==> config.mk <==
export PLATFORM = sky130hd
export DESIGN_NAME = spi_master
export DESIGN_NICKNAME = d
export VERILOG_FILES = /design/src/rtl/spi_master_pkg.sv /design/src/rtl/spi_clk_div.sv /design/src/rtl/spi_master.sv
export SDC_FILE = /design/constraint.sdc
export NUM_CORES = 1
export LEC_CHECK = 0
export CAP_MARGIN = 25
export CORE_ASPECT_RATIO = 1.1
export CORE_MARGIN = 3
export CORE_UTILIZATION = 45
export CTS_CLUSTER_SIZE = 8
export DETAILED_ROUTE_END_ITERATION = 10
export MAX_ROUTING_LAYER = met4
export PLACE_DENSITY = 0.75
export SYNTH_ARGS = -nofsm -noshare
export SYNTH_HDL_FRONTEND = slang
export SYNTH_HIERARCHICAL = 1
export SYNTH_SLANG_ARGS = --single-unit
==> constraint.sdc <==
create_clock -name clk -period 2.15 [get_ports clk]
set_input_delay 0.3225 -clock clk [delete_from_list [all_inputs] [get_ports clk]]
set_output_delay 0.3225 -clock clk [all_outputs]
set_load 0.01 [all_outputs]
==> src/rtl/spi_master_pkg.sv <==
// Shared types and constants for the single-byte SPI mode-0 master.
package spi_master_pkg;

  // Bits per transfer and the width of the falling-edge counter.
  localparam int SPI_BITS  = 8;
  localparam int BIT_CNT_W = $clog2(SPI_BITS);

  // Transfer sequencing: chip-select lead, eight SCK periods, chip-select
  // trail, then a single completion cycle.
  typedef enum logic [2:0] {
    ST_IDLE  = 3'd0,
    ST_LEAD  = 3'd1,
    ST_SHIFT = 3'd2,
    ST_TRAIL = 3'd3,
    ST_DONE  = 3'd4
  } state_e;

endpackage

==> src/rtl/spi_clk_div.sv <==
// Half-period tick generator for SCK. tick_o pulses once every CLK_DIV enabled
// cycles. restart_i reloads the counter so the very next enabled cycle ticks,
// which lets the master align the first SCK rise right after chip-select lead.
module spi_clk_div #(
  parameter int CLK_DIV = 4
) (
  input  logic clk,
  input  logic rst_n,
  input  logic en_i,
  input  logic restart_i,
  output logic tick_o
);

  localparam int CNT_W = (CLK_DIV > 1) ? $clog2(CLK_DIV) : 1;
  localparam logic [CNT_W-1:0] CNT_LAST = CNT_W'(CLK_DIV - 1);

  logic [CNT_W-1:0] cnt_q;
  logic [CNT_W-1:0] cnt_d;

  assign tick_o = en_i && (cnt_q == CNT_LAST);

  // Next count: held at zero while disabled, wraps on every tick.
  always_comb begin
    cnt_d = cnt_q;
    if (!en_i) begin
      cnt_d = '0;
    end else if (restart_i) begin
      cnt_d = CNT_LAST;
    end else if (tick_o) begin
      cnt_d = '0;
    end else begin
      cnt_d = cnt_q + 1'b1;
    end
  end

  // Counter register.
  always_ff @(posedge clk or negedge rst_n) begin
    if (!rst_n) begin
      cnt_q <= '0;
    end else begin
      cnt_q <= cnt_d;
    end
  end

endmodule

==> src/rtl/spi_master.sv <==
// Single-byte SPI master, mode 0 (CPOL=0, CPHA=0), MSB first, one chip select.
// Optional watchdog compiled in with SPI_MASTER_WATCHDOG_EN: aborts a transfer
// that stays busy for WDT_CYCLES clocks and pulses error_o instead of done_o.
//
// Controller handshake: start_i is sampled only while idle; a high sample
// latches data_i and begins a transfer. Exactly one of done_o (with data_o
// valid in the same cycle) or error_o pulses for one cycle per accepted
// transfer. start_i is ignored while busy; nothing is queued.
//
// MISO uses a late-sample scheme: samples are taken at SCK rises 2..8 and at
// the end of the trail phase, matching a slave that launches each bit on the
// preceding falling SCK edge.
module spi_master
  import spi_master_pkg::*;
#(
  parameter int CLK_DIV    = 4,
  parameter int WDT_CYCLES = 1024
) (
  input  logic       clk,
  input  logic       rst_n,
  input  logic       start_i,
  input  logic [7:0] data_i,
  output logic [7:0] data_o,
  output logic       done_o,
  output logic       error_o,
  output logic       sck_o,
  output logic       mosi_o,
  input  logic       miso_i,
  output logic       cs_n_o
);

  localparam logic [BIT_CNT_W-1:0] LAST_BIT = BIT_CNT_W'(SPI_BITS - 1);

  // Reject divider or watchdog settings that cannot produce a working bus.
  if (CLK_DIV < 1 || WDT_CYCLES < 2) begin : g_param_check
    $error("spi_master: CLK_DIV must be >= 1 and WDT_CYCLES >= 2");
  end

  state_e                state_q;
  logic                  cs_n_q;
  logic                  sck_q;
  logic                  mosi_q;
  logic                  done_q;
  logic                  error_q;
  logic [SPI_BITS-1:0]   data_q;
  logic [SPI_BITS-2:0]   tx_q;      // bits still to be launched after the MSB
  logic [SPI_BITS-2:0]   rx_q;      // first seven received bits
  logic [BIT_CNT_W-1:0]  bit_cnt_q; // falling SCK edges seen so far
  logic                  tick;
  logic                  div_en;
  logic                  div_restart;
  logic                  wdt_expire;

  // The divider runs through lead, shift and trail; it is re-primed when lead
  // ends so the first SCK rise follows one cycle later.
  assign div_en      = (state_q == ST_LEAD) || (state_q == ST_SHIFT) ||
                       (state_q == ST_TRAIL);
  assign div_restart = (state_q == ST_LEAD) && tick;

  spi_clk_div #(
    .CLK_DIV (CLK_DIV)
  ) u_clk_div (
    .clk       (clk),
    .rst_n     (rst_n),
    .en_i      (div_en),
    .restart_i (div_restart),
    .tick_o    (tick)
  );

`ifdef SPI_MASTER_WATCHDOG_EN
  localparam int WDT_W = $clog2(WDT_CYCLES + 1);
  localparam logic [WDT_W-1:0] WDT_LAST = WDT_W'(WDT_CYCLES - 1);

  logic [WDT_W-1:0] wdt_q;

  // Busy-time counter; cleared whenever the master is idle or has aborted.
  always_ff @(posedge clk or negedge rst_n) begin
    if (!rst_n) begin
      wdt_q <= '0;
    end else if (state_q == ST_IDLE || wdt_expire) begin
      wdt_q <= '0;
    end else begin
      wdt_q <= wdt_q + 1'b1;
    end
  end

  // A transfer already in its completion cycle is allowed to finish.
  assign wdt_expire = div_en && (wdt_q == WDT_LAST);
`else
  assign wdt_expire = 1'b0;
`endif

  // Transfer FSM with registered bus and handshake outputs.
  always_ff @(posedge clk or negedge rst_n) begin
    if (!rst_n) begin
      state_q   <= ST_IDLE;
      cs_n_q    <= 1'b1;
      sck_q     <= 1'b0;
      mosi_q    <= 1'b0;
      done_q    <= 1'b0;
      error_q   <= 1'b0;
      data_q    <= '0;
      tx_q      <= '0;
      rx_q      <= '0;
      bit_cnt_q <= '0;
    end else begin
      done_q  <= 1'b0;
      error_q <= 1'b0;
      if (wdt_expire) begin
        state_q <= ST_IDLE;
        cs_n_q  <= 1'b1;
        sck_q   <= 1'b0;
        mosi_q  <= 1'b0;
        error_q <= 1'b1;
      end else begin
        case (state_q)
          ST_IDLE: begin
            if (start_i) begin
              state_q   <= ST_LEAD;
              cs_n_q    <= 1'b0;
              mosi_q    <= data_i[SPI_BITS-1];
              tx_q      <= data_i[SPI_BITS-2:0];
              rx_q      <= '0;
              bit_cnt_q <= '0;
            end
          end
          ST_LEAD: begin
            if (tick) begin
              state_q <= ST_SHIFT;
            end
          end
          ST_SHIFT: begin
            if (tick) begin
              if (!sck_q) begin
                // Rising edge: the first rise carries no valid MISO bit yet.
                sck_q <= 1'b1;
                if (bit_cnt_q != '0) begin
                  rx_q <= {rx_q[SPI_BITS-3:0], miso_i};
                end
              end else begin
                // Falling edge: launch the next MOSI bit, or finish shifting.
                sck_q <= 1'b0;
                if (bit_cnt_q == LAST_BIT) begin
                  state_q <= ST_TRAIL;
                end else begin
                  bit_cnt_q <= bit_cnt_q + 1'b1;
                  mosi_q    <= tx_q[SPI_BITS-2];
                  tx_q      <= {tx_q[SPI_BITS-3:0], 1'b0};
                end
              end
            end
          end
          ST_TRAIL: begin
            if (tick) begin
              // Final late sample completes the byte.
              state_q <= ST_DONE;
              data_q  <= {rx_q, miso_i};
              done_q  <= 1'b1;
              cs_n_q  <= 1'b1;
              mosi_q  <= 1'b0;
            end
          end
          ST_DONE: begin
            state_q <= ST_IDLE;
          end
          default: begin
            state_q <= ST_IDLE;
          end
        endcase
      end
    end
  end

  assign cs_n_o  = cs_n_q;
  assign sck_o   = sck_q;
  assign mosi_o  = mosi_q;
  assign done_o  = done_q;
  assign error_o = error_q;
  assign data_o  = data_q;

endmodule

# ---- After elaboration in Yosys (flattened, before gate mapping)
# Index checks and enable logic that the tools add are counted.
dict set report classes {
  addsub 2
  n_eq_ne 14
  muxes 37
  n_reduce_logical 16
}
# operator n
set ops {}
lappend ops {{$mux W7} 8}
lappend ops {{$mux W3} 10}
lappend ops {{$pmux W7 S2} 2}
lappend ops {{$ne A2 B2 Y1 const B} 7}
lappend ops {{$pmux W3 S4} 1}
lappend ops {{$reduce_and A6 Y1} 2}
lappend ops {{$mux W1} 10}
lappend ops {{$reduce_and A5 Y1} 2}
lappend ops {{$eq A3 B2 Y1 const B} 2}
lappend ops {{$mux W2} 3}
lappend ops {{$pmux W3 S2} 1}
lappend ops {{$reduce_bool A3 Y1} 2}
lappend ops {{$ne A2 B1 Y1 const B} 2}
lappend ops {{$reduce_and A2 Y1} 2}
lappend ops {{$reduce_bool A2 Y1} 2}
lappend ops {{$add A3 B1 Y3 const B} 1}
lappend ops {{$eq A3 B1 Y1 const B} 1}
lappend ops {{$eq A3 B3 Y1 const B} 1}
lappend ops {{$logic_not A3 Y1} 1}
lappend ops {{$pmux W1 S3} 1}
lappend ops {{$reduce_and A3 Y1} 1}
lappend ops {{$add A2 B1 Y2 const B} 1}
lappend ops {{$eq A2 B2 Y1 const B} 1}
lappend ops {{$logic_and A1 B1 Y1} 2}
lappend ops {{other kinds (2)} 3}
dict set report totals {
  register_bits 34
  output_inout_bits 13
  elab_cells 79
}

# ---- Depth between registers and ports, before layout
# Gate-level depths: netlist of the first run.
dict set report logic_depth {
  ltp_word 7
  mapped_depth 9
  depth_no_buf 7
}

# ---- Cells and area by module
# The synthesis of the first run kept the hierarchy.
# module instances cells_per_inst area_each_um2
set by_module_without_submodules {}
lappend by_module_without_submodules {spi_master 1 152 1530.2}
lappend by_module_without_submodules {spi_clk_div 1 7 88.8}

# ---- Worst setup path after synthesis of the first run
# OpenSTA, ideal clock, no wires.
dict set report synth_timing {
  path_kind {register -> register}
  startpoint {register state_q[1]}
  endpoint {register bit_cnt_q[0]}
  setup_time_ns 0.125
  arrival_ns 1.651
  path_slack_ns 0.374
  path_stages_with_launch 9
  period_less_slack_ns 1.776
  cell_sequence {dfrtp_1 -> buf_2 -> nor2_1 -> nor2_1 -> and2_2 -> nand3_1 -> a21boi_4 -> nand2_1 -> mux2_2}
}
dict set report synth_between {
  elab_chain_cells 6
  elab_cells_between_ends 14
}
# element line_no
set synth_lines {}
lappend synth_lines {{from (decl)} spi_master.sv:39} ;# state_e state_q;
lappend synth_lines {{from (signal assigned)} spi_master.sv:96} ;# state_q <= ST_IDLE;
lappend synth_lines {{from (signal assigned)} spi_master.sv:110} ;# state_q <= ST_IDLE;
lappend synth_lines {{from (signal assigned)} spi_master.sv:119} ;# state_q <= ST_LEAD;
lappend synth_lines {{$eq A3 B1 Y1 or $eq A3 B2 Y1 (tied branches)} spi_master.sv:56} ;# assign div_en = (state_q == ST_LEAD) || (state_q == ST_SHIFT) ||
lappend synth_lines {{$logic_or A1 B1 Y1} spi_master.sv:56}
lappend synth_lines {{$logic_or A1 B1 Y1 *} spi_master.sv:56}
lappend synth_lines {{via div_en} spi_master.sv:50} ;# logic div_en;
lappend synth_lines {{$logic_and A1 B1 Y1 *} spi_clk_div.sv:20} ;# assign tick_o = en_i && (cnt_q == CNT_LAST);
lappend synth_lines {{via tick} spi_master.sv:49} ;# logic tick;
lappend synth_lines {{$ne A2 B2 Y1 (no source line) *} --}
lappend synth_lines {{$reduce_and A5 Y1 (no source line) *} --}
lappend synth_lines {{to (signal assigned)} spi_master.sv:146} ;# bit_cnt_q <= bit_cnt_q + 1'b1;
lappend synth_lines {{to (decl)} spi_master.sv:48} ;# logic [BIT_CNT_W-1:0] bit_cnt_q;
# Mark *: on every way through the listed nets, which the timed path passes. The rest lies on a longest branch.
# A chain may end at the register's enable or synchronous reset.

# ---- Worst setup path after layout of the first run
dict set report layout_timing {
  startpoint {register state_q[0]}
  endpoint {register bit_cnt_q[0]}
}
# Same word-level chain as after synthesis.

==> results of run 1 <==
==> report_power, final <==
part	total, mW	leakage [nW]	internal, mW	switching, mW
Clock	0.369	0.0353	0.158	0.211
Sequential	0.948	0.437	0.823	0.125
Combinational	0.801	0.419	0.393	0.407
==> worst max-delay path by stage <==
stage | from | endpoint | slack (ps) | depth (start not counted)
CTS | state_q[0] | bit_cnt_q[0] | 170 | 7
finish | state_q[0] | bit_cnt_q[0] | 150 | 7
global placement | state_q[0] | bit_cnt_q[0] | 310 | 7
global route | state_q[0] | bit_cnt_q[0] | 1 | 7
detailed placement | state_q[0] | tx_q[4] | 150 | 7
floorplan | state_q[1] | bit_cnt_q[0] | 370 | 8
==> stage by stage <==
stage                     instance area [um2]  worst slack (ps)  utilization  hold slack (ps)  std cells
final                                    1950               147        0.575              381        234
after global routing                     1950              1.25        0.575              407        234
after CTS                                1950               172        0.575              381        234
after detailed placement                 1890               146        0.557              462        226
after global placement                   1890               307        0.557              458        226
after floorplan                          1620               374            -             26.9        159
==> metal layers <==
metal  vias up  part of all wire
li1        588                 -
met1       572              0.44
met2        32              0.50
met3         2             0.056
met4         0            0.0081
met5         -                 0
==> registers in the layout (all words and copies together), names as in the netlist <==
signal,cells
state_q,3
rx_q,7
bit_cnt_q,3
sck_o,1
mosi_o,1
u_clk_div/cnt_q,2
done_o,1
data_o,8
tx_q,7
cs_n_o,1
==> placed cells by master, fill, tap and decap left out, types with 2 or more instances in the layout <==
master / instances
nor2_1: 11
nand3_1: 2
inv_1: 9
o21a_1: 2
ha_1: 4
clkbuf_4: 5
nand2_1: 30
nand4_1: 4
a2bb2oi_1: 6
dfrtp_1: 33
a21bo_2: 4
or3_1: 6
mux2i_1: 3
o21ai_0: 11
a22o_1: 2
buf_4: 4
clkdlybuf4s50_1: 23
nand2b_1: 2
a21oi_1: 4
==> cells by family after synthesis <==
group,count (synthesis),synth area share
AO/OA/AOI/OAI,33,0.158
XOR/XNOR,2,0.0108
adder cells (fa/ha/maj),4,0.0309
buffers and inverters,17,0.0533
flip-flops,34,0.526
multiplexers,5,0.0348
other,1,0.00232
AND/OR/NAND/NOR,63,0.183
==> layout make-up <==
class	instances	area (um2)
clock buffers	7	55.1
repair buffers	27	260
flip-flops and latches	34	852
fillers	324	1440
multi-input cells	108	681
inverters	9	33.8
clock inverters	1	5.00
well taps	48	60.1
==> results.txt, run 1 <==
Mapped Area: 0.00162 mm2
RePlAce Congestion: 0.888
First-pass GRT wire length: 5.29 mm
Vias in the first global route: 1198
# hold bufs at CTS: 0
Met1 Usage GRT: 0.173
Clock transition at path regs: 100 ps
Final Cycle Share: 0.931
Mapped Cells: 159
Area Overhead vs Synth: 20.2%
TritonCTS buffer count: 5
Sequential fraction of the synthesis area: 0.526
Routed wire length: 3.19 mm
Status: finished clean
Post-DRT Antenna Nets: 0
Crit-path cells: nor2_1, nor2_1, and2_2, nand3_1, a21boi_4, nand2_1, mux2_2
H-tree levels: 2
Worst-Margin Slew: 609 ps
Antenna diode count: 0
Hold WC Path Type: input port to asynchronous set/reset pin
GRT Residual Overflow: 0
Final Hold Viols: 0
Critical path required time: 2380 ps
Met2 Use GR: 0.291
Final Skew: 6.54 ps
Bufs on Longest Clock Path: 2
Distinct cells, synth: 38
Number of synthesized flops with an enable pin: 0
Resized cells post-CTS: 0
Slew headroom: 0.588
Nets@finish: 201
I/O pins: 25
CP delay by family, top: simple AND/OR/NAND/NOR gates
Synth cell count leaders: dfrtp_1, nand2_1, nor2_1, o21ai_0, inv_1
Worst reg2reg path endpoint: bit_cnt_q[0]
Post-synth top area share: 0.510
DRT iter0 DRCs: 51
RSZ-0062 raised after global routing: false
R2r setup slk: 150 ps
GR peak layer: met2
Global Route Usage Sum: 0.162
Peak supply drop: 0.713 mV
CP startpoint kind: register
Die height: 68.9 um
Antenna violations before repair: 0
Sink Count: 34
Syn Nets: 175
Final setup TNS: 0 ps
Ys flop type: dfrtp_1
Fraction of layout cells with a size suffix above 1: 0.118
Setup bufs post-CTS: 0
Setup violation total in the final timing report: 0
#FFs+latches synth: 34
Reg2reg path depth: 7
CP Max Fanout: 10
Worst skew pair latency: 330 ps
Leak: 0.890 nW
Starting density of the core: 0.478
Ys async rst share: 1.00
Mapped Avg Cell Area: 10.2 um2
Vias per cell: 5.10
Drt pass-1 iters: 4
Synth area leader: dfrtp_1
Synth warn: 6
Die ar.: 0.00435 mm2
Max stage delay cell, worst path: dfrtp_1
Die width: 63.2 um
Via count: 1194
Power, Total: 2.12 mW
CP Capture Type: register
DRC errors left: 0
Most frequent cell after synthesis: dfrtp_1
Met3 Track Usage GR: 0.0486
Arrival time at the worst endpoint: 2230 ps
Detailed placement HPWL: 2.30 mm
Top post-synthesis cells by area: dfrtp_1, nand2_1, o21ai_0
Critical path's most frequent cell: nor2_1
Min cycle time layout: 2000 ps
Row count: 22
Number of max-cap violations: 0
WS Path Type: register to register
Wire length per cell: 13.6 um
Largest net degree at the start of global routing: 35
P per Cell Area: 1090 mW/mm2
CTS tree: done
Core Region: 0.00339 mm2
WP buf/inv: 0
Slowest stage delay, CP: 510 ps
Port Buffers: 23
Max-slew violations: 0
Achievable Freq: 499 MHz
Reg-to-reg startpoint: state_q[0]
CTS root buf: clkbuf_4
No activity file was read; power rests on OpenSTA's default activity.
==> run 2: changes to the inputs <==
--- a/config.mk
+++ b/config.mk
@@ -11,7 +11,6 @@
 export CORE_UTILIZATION = 45
 export CTS_CLUSTER_SIZE = 8
 export DETAILED_ROUTE_END_ITERATION = 10
-export MAX_ROUTING_LAYER = met4
 export PLACE_DENSITY = 0.75
 export SYNTH_ARGS = -nofsm -noshare
 export SYNTH_HDL_FRONTEND = slang
==> results.txt, run 2 (synthesized netlist as in run 1, its figures left out) <==
CTS root buf: clkbuf_4
Arrival time at the worst endpoint: 2230 ps
Largest net degree at the start of global routing: 35
Drt pass-1 iters: 4
Switch share: 0.351
Peak supply drop: 0.713 mV
Reg-to-reg startpoint: state_q[0]
Sink Count: 34
Max-slew violations: 0
Vias per cell: 5.10
R2r setup slk: 150 ps
Die ar.: 0.00435 mm2
Commonest non-fill, non-tap cell in the layout: dfrtp_1
Clock transition at path regs: 100 ps
Vias in the first global route: 1198
Setup bufs post-CTS: 0
Setup violation total in the final timing report: 0
Fin area: 0.00195 mm2
Detailed placement HPWL: 2.30 mm
Status: finished clean
P per Cell Area: 1090 mW/mm2
Via count: 1194
Global Route Usage Sum: 0.158
Leak: 0.890 nW
Final Hold Viols: 0
Resized cells post-CTS: 0
Pre-CTS WS: 146 ps
Port Buffers: 23
Starting density of the core: 0.478
Final setup TNS: 0 ps
Core Region: 0.00339 mm2
Post-DRT Antenna Nets: 0
Cell Area, Placed: 0.00189 mm2
Worst-Margin Slew: 609 ps
Core Util, Final: 0.575
Register share of total power: 0.448
Achievable Freq: 500 MHz
Routed wire length: 3.18 mm
Area Overhead vs Synth: 20.2%
Antenna violations before repair: 0
Most frequent cells in the layout: dfrtp_1, nand2_1, clkdlybuf4s50_1
CP startpoint kind: register
Die height: 68.9 um
Final setup margin: 148 ps
Final Skew: 6.34 ps
CP Max Fanout: 10
I/O pins: 25
TritonCTS buffer count: 5
FF/Latch Area: 852 um2
Worst skew pair latency: 330 ps
First-pass GRT wire length: 5.29 mm
Final Cycle Share: 0.931
Power, Total: 2.12 mW
Reg2reg path depth: 7
DRT iter0 DRCs: 52
RSZ-0062 raised after global routing: false
DRC errors left: 0
Bufs on Longest Clock Path: 2
GRT Residual Overflow: 0
Clock network fraction of total power: 0.175
Hold WC Path Type: input port to asynchronous set/reset pin
Slew headroom: 0.588
Critical path required time: 2380 ps
Wire length per cell: 13.6 um
Combinational power share: 0.377
CP Capture Type: register
Layout fillers: 324
Die width: 63.2 um
Antenna diode count: 0
Pint: 1.37 mW
CTS tree: done
Row count: 22
# hold bufs at CTS: 0
WS Path Type: register to register
P_sw: 0.742 mW
Worst reg2reg path endpoint: bit_cnt_q[0]
Min cycle time layout: 2000 ps
RePlAce Congestion: 0.874
Fraction of layout cells with a size suffix above 1: 0.118
H-tree levels: 2
Footprint of the multi-input gates: 681 um2
Nets@finish: 201
Number of max-cap violations: 0
Max reg flops: 8
[run 2: cell counts in the layout (fill, tap and decap cells not counted)]
No cell type changed its count.
[run 2: worst max path at each step]
stage,start,endpoint,slack [ps],cells after the start
6_report,state_q[0],bit_cnt_q[0],150,7
3_5_place_dp,state_q[0],tx_q[4],150,7
3_3_place_gp,state_q[0],bit_cnt_q[0],310,7
4_1_cts,state_q[0],bit_cnt_q[0],170,7
5_1_grt,state_q[0],bit_cnt_q[0],1,7
2_1_floorplan,state_q[1],bit_cnt_q[0],370,8
[run 2: power by group through the flow]
stage	Sequential, mW	Combinational [mW]	Clock [mW]
after floorplan	0.937	0.559	0
after global placement	0.951	0.771	0
after detailed placement	0.957	0.808	0
after CTS	0.948	0.803	0.379
after global routing	0.974	0.876	0.407
final	0.948	0.799	0.369
[run 2: final cells by class]
cell class	count	area share
flip-flops and latches	34	0.438
multi-input cells	108	0.350
repair buffers	27	0.134
well taps	48	0.0308
clock buffers	7	0.0283
inverters	9	0.0174
clock inverters	1	0.00257
[run 2: layer usage]
layer,vias up,global-route usage,share of wire
li1,588,-,-
met1,574,0.173,0.43
met2,30,0.291,0.50
met3,2,0.0486,0.056
met4,0,0.0593,0.0082
met5,-,0,0
[run 2: worst max-delay path: stages, from the launching register on]
cell and delay [ps]:
dfrtp_1 510, nor2_1 70, nor2_1 150, and2_2 240, nand3_1 170, a21boi_4 310
nand2_1 160, mux2_2 280
[run 2: metrics by stage]
stage,hold WS (ps),instances
finish,382,234
global route,407,234
floorplan,26.9,159
global placement,458,226
detailed placement,462,226
CTS,381,234
